File: src/rtl/train_case_sequencer.sv
// train_case_sequencer: block-cycle sequencing, feed/case selection and accuracy tracking for DNN training
module train_case_sequencer #(
  parameter int cpc = 18,
  parameter int training_cases = 10000,
  parameter int num_epochs = 10,
  parameter int checklast = 1000,
  parameter int out_par = 1,
  localparam int cw = $clog2(cpc),
  localparam int sw = $clog2(cpc-2),
  localparam int tw = $clog2(training_cases),
  localparam int rw = $clog2(checklast+1),
  localparam int pw = $clog2(checklast)
) (
  input  logic               clk,
  input  logic               reset,
  input  logic               start,
  input  logic               hold,
  input  logic [out_par-1:0] a_out_bits,
  input  logic [out_par-1:0] y_out_bits,
  output logic               busy,
  output logic               done,
  output logic               block_start,
  output logic [cw-1:0]      cycle_index,
  output logic [sw-1:0]      sel_network,
  output logic [tw-1:0]      sel_tc,
  output logic               case_valid,
  output logic               case_correct,
  output logic               epoch_end,
  output logic [15:0]        epoch,
  output logic [31:0]        num_train,
  output logic [rw-1:0]      recent,
  output logic [31:0]        total_correct
);
  typedef enum logic [1:0] {IDLE, RUN, PAUSE, DONE} state_t;
  localparam logic [31:0] total_cases = 32'(training_cases * num_epochs);
  state_t state, state_nx;
  logic err, eob, mismatch, correct, last, restart, tc_wrap;
  logic [pw-1:0] ptr;
  logic [checklast-1:0] win;
  assign mismatch = a_out_bits != y_out_bits;
  assign eob = state == RUN && cycle_index == cw'(cpc-1);
  assign correct = ~(err | mismatch);
  assign last = num_train + 32'd1 == total_cases;
  assign restart = state == DONE && start;
  assign tc_wrap = sel_tc == tw'(training_cases-1);
  // feed select lags the block position by the two pipeline cycles
  assign sel_network = sw'(cycle_index - cw'(2));
  always_ff @(posedge clk) state <= !reset ? IDLE : state_nx;
  always_comb begin
    state_nx = state;
    case (state)
      IDLE:    state_nx = start ? RUN : IDLE;
      RUN:     state_nx = !eob ? RUN : last ? DONE : hold ? PAUSE : RUN;
      PAUSE:   state_nx = hold ? PAUSE : RUN;
      DONE:    state_nx = start ? RUN : DONE;
      default: state_nx = IDLE;
    endcase
  end
  always_comb begin
    busy = state == RUN || state == PAUSE;
    done = state == DONE;
    block_start = state == RUN && cycle_index == '0;
  end
  always_ff @(posedge clk) begin
    if (!reset || restart) begin
      cycle_index <= '0;
      sel_tc <= '0;
      err <= 1'b0;
      case_valid <= 1'b0;
      case_correct <= 1'b0;
      epoch_end <= 1'b0;
      epoch <= '0;
      num_train <= '0;
      recent <= '0;
      total_correct <= '0;
      win <= '0;
      ptr <= '0;
    end else begin
      case_valid <= eob;
      epoch_end <= eob && tc_wrap;
      if (state == RUN) begin
        cycle_index <= eob ? '0 : cycle_index + cw'(1);
        err <= cycle_index == '0 ? 1'b0 : err | (cycle_index >= cw'(2) && mismatch);
      end
      if (eob) begin
        case_correct <= correct;
        num_train <= num_train + 32'd1;
        total_correct <= total_correct + 32'(correct);
        // window slot being overwritten leaves the count as the new result enters
        recent <= recent - rw'(win[ptr]) + rw'(correct);
        win[ptr] <= correct;
        ptr <= ptr == pw'(checklast-1) ? '0 : ptr + pw'(1);
        sel_tc <= tc_wrap ? '0 : sel_tc + tw'(1);
        epoch <= epoch + 16'(tc_wrap);
      end
    end
  end
endmodule

File: config.mk
export PLATFORM = sky130hd
export DESIGN_NAME = train_case_sequencer
export DESIGN_NICKNAME = d
export VERILOG_FILES = /design/src/rtl/train_case_sequencer.sv
export SDC_FILE = /design/constraint.sdc
export NUM_CORES = 2
export LEC_CHECK = 0
export ABC_AREA = 1
export CORE_AREA = 2 2 334 369
export DETAILED_ROUTE_END_ITERATION = 7
export DIE_AREA = 0 0 336 371
export PLACE_DENSITY = 0.6
export SLEW_MARGIN = 5
export SYNTH_ARGS = -nofsm -noshare
export SYNTH_HDL_FRONTEND = slang
export SYNTH_SLANG_ARGS = --single-unit
File: constraint.sdc
create_clock -name clk -period 8.15 [get_ports clk]
set_input_delay 2.0375 -clock clk [delete_from_list [all_inputs] [get_ports clk]]
set_output_delay 2.0375 -clock clk [all_outputs]
set_load 0.02 [all_outputs]
==> metrics.yaml <==
cells_and_area:
  nNetsFinal: 6949
  nFillCells: 12000
  diodes: 0
  drive_gt1_share_pct: 6.48
  synthToLayoutAreaGrowth_pct: 10.0
  final_util_pct: 49.3
  instances_no_fill: 8649
yosys:
  synthArstFlopShare_pct: 0
  netlist-cell-type-count: 46
  synth_flop_cell: "dfxtp_1"
  synth_most_common_cell: "dfxtp_1"
  synthCells: 7353
  syn_nets: 7390
  yosys-top-cells-area: "dfxtp_1 (42%), a311oi_1 (13%), a21oi_1 (8.7%), nand2_1 (7.5%), o21ai_0 (7.0%)"
  yosys-top-cells-count: "dfxtp_1 (1125), nand2_1 (1085), a21oi_1 (937), nor2_1 (860), a311oi_1 (793)"
  netlist_area_um2: 54200
  yosysTopAreaCellShare_pct: 41.6
  synth_seq_cells: 1125
  ys.warnings.count: 0
  yosys.area.top_type: "dfxtp_1"
  yosysSeqAreaShare_pct: 41.6
  synth_enable_flop_cells: 0
  syn_avg_cell_area_um2: 7.37
hold_path:
  min-delay-start: "total_correct[31]"
  min_to: "total_correct[31]"
  holdPathStages: 1
  hold_class: "reg2reg"
clock_tree:
  htree_levels: 3
  cts.sinks: 1125
  cts_buffers: 120
  hold_buffers: 0
  cts_setup_buffers: 0
  clockRootBuffer: "clkbuf_16"
  cts.repair.resized: 0
  clkTransAtPathRegs_ns: 0.06
  worstSkewPairLatency_ns: 0.75
  clockBufferDepth: 3
  cts_tree: "done"
die:
  core_area_um2: 121000
  die_area_um2: 125000
  die_h_um: 371
  die_w_um: 336
  ios: 125
  start_util_pct: 44.8
  num_rows: 134
timing:
  worstMarginPinSlew_ns: 1.30
  min_period_over_period_pct: 70.4
  fmax_mhz: 174
  rsz0062_at_grt: "false"
  hold_viol: 0
  tns_ns: 0
  setup_viol_count_final: 0
  whs_ns: 0.446
  relSlewSlack_pct: 13.0
  slew_viol_final: 0
  finClkSkew_ns: 0.0275
  period_needed_ns: 5.74
run:
  drv_cap: 0
worst_setup_path:
  r2r-start: "ptr[0]"
  max_stage_delay_ns: 0.74
  r2r_slack_ns: 2.41
  crit_type: "reg2reg"
  required_ns: 8.73
  start_kind: "register"
  critPathMostFrequentCell: "nand2_1"
  timing.rr.end: "recent[8]"
  end_kind: "register"
  crit_fanout: 53
  slowest_stage: "dfxtp_4"
  cp_data_arrival_time_ns: 6.32
  reg2reg_depth: 30
route:
  wirelength_um: 190000
  avgViaCountPerCell: 6.17
  drc: 0
  drt-initial-drc-count: 6798
  postRouteAntennaNets: 0
  first_pass_iters: 7
  route.vias.total: 53300
  post_drt_wl_per_cell_um: 22.0
global_routing:
  grt_overflow: 0
  grt_pass1_wl_um: 291000
  antenna_found_initial: 1
  grt_start_max_net_pins: 231
  grt_pass1_vias: 47200
  grt_util_all_layers_pct: 29.4
pwr:
  ir_worst_vdd_mv: 0.162
  leakagePower_nw: 20.7
  power_density_nw_per_um2: 195
placement:
  placed_cells: 8422
  post-dp-hpwl_um: 99500
  place.gp.congestion: 0.873
  port_buffers: 124
status:
  status: "complete, no violations"
==> power by group <==
part / total, W / switching (W) / internal, W / leakage (nW)
clock: 0.00578 / 0.00238 / 0.00340 / 2.06
sequential: 0.00550 / 0.00000205 / 0.00550 / 9.06
combinational: 0.000364 / 0.000315 / 0.0000491 / 9.62
total: 0.0116 / 0.00269 / 0.00894 / 20.7
==> metal layers <==
metal	routed length (µm)	global-route usage [%]	up-vias
li1	-	-	25300
met1	83800	41.1	25300
met2	85000	46.3	2333
met3	14800	3.70	342
met4	6450	10.6	0
met5	0	0	-
==> registers in the layout, summed over array words and instances, names as in the netlist, 2 cells and up <==
signal	flops
win	1000
num_train	32
total_correct	32
epoch	16
sel_tc	14
ptr	10
recent	10
cycle_index	5
state	2
==> logic make-up (layout without fill, tap and decap cells) <==
group	after synthesis	count (layout)	synth area share (%)
adder cells (fa/ha/maj)	31	31	0.730
buffers and inverters	1185	849	8.98
AND/OR/NAND/NOR	2135	2135	15.5
XOR/XNOR	18	18	0.291
AO/OA/AOI/OAI	2859	2859	32.9
flip-flops	1125	1125	41.6
==> layout make-up <==
type                            count  area, µm²  share of cell area (%)
Clock buffer                      180       3650                    6.13
Tap cell                         1632       2040                    3.42
Inverter                          377       1440                    2.42
Multi-Input combinational cell   5043      27100                    45.5
Sequential cell                  1125      22500                    37.8
Timing Repair Buffer              245       2340                    3.92
Clock inverter                     47        512                   0.858
==> critical path: cells and delay by family (launching register included) <==
kind | cells | cell delay (ns)
flops | 1 | 0.74
simple gates | 19 | 1.72
fa+ha+maj | 3 | 1.00
xor+xnor | 1 | 0.15
buf+inv | 3 | 1.05
compound gates | 4 | 0.77
==> placed cells by master, fill, tap and decap left out, drive strengths merged, types with 31 or more instances in the layout <==
master         Yosys  layout
a21oi            937     937
a311oi           793     793
a31oi            208     208
buf              310     121
clkbuf           498     180
clkdlybuf4s50      0     124
clkinv             2      31
dfxtp           1125    1125
inv              375     377
nand2           1086    1086
nand3             63      63
nor2             894     894
nor3              48      48
o211ai            47      47
o21ai            786     786
o22ai             61      61
==> per-stage QoR <==
| stage | setup WS, ns | cell area [µm²] | power (W) |
|---|---|---|---|
| after CTS | 2.60 | 59600 | 0.0117 |
| after floorplan | 3.28 | 54200 | 0.00588 |
| after global routing | 2.17 | 59600 | 0.0120 |
| after global placement | 2.02 | 55500 | 0.00598 |
| after detailed placement | 2.14 | 55500 | 0.00597 |
| final | 2.41 | 59600 | 0.0116 |
==> worst max-delay path by stage <==
stage / start / to / slack, ns / cells past startpoint
6_report: ptr[0] / recent[8] / 2.41 / 30
3_3_place_gp: y_out_bits / recent[8] / 2.02 / 19
4_1_cts: ptr[0] / recent[8] / 2.60 / 30
5_1_grt: ptr[0] / recent[8] / 2.17 / 29
2_1_floorplan: y_out_bits / recent[8] / 3.28 / 20
3_5_place_dp: y_out_bits / recent[8] / 2.14 / 19
Power figures use the tool's default switching activity.
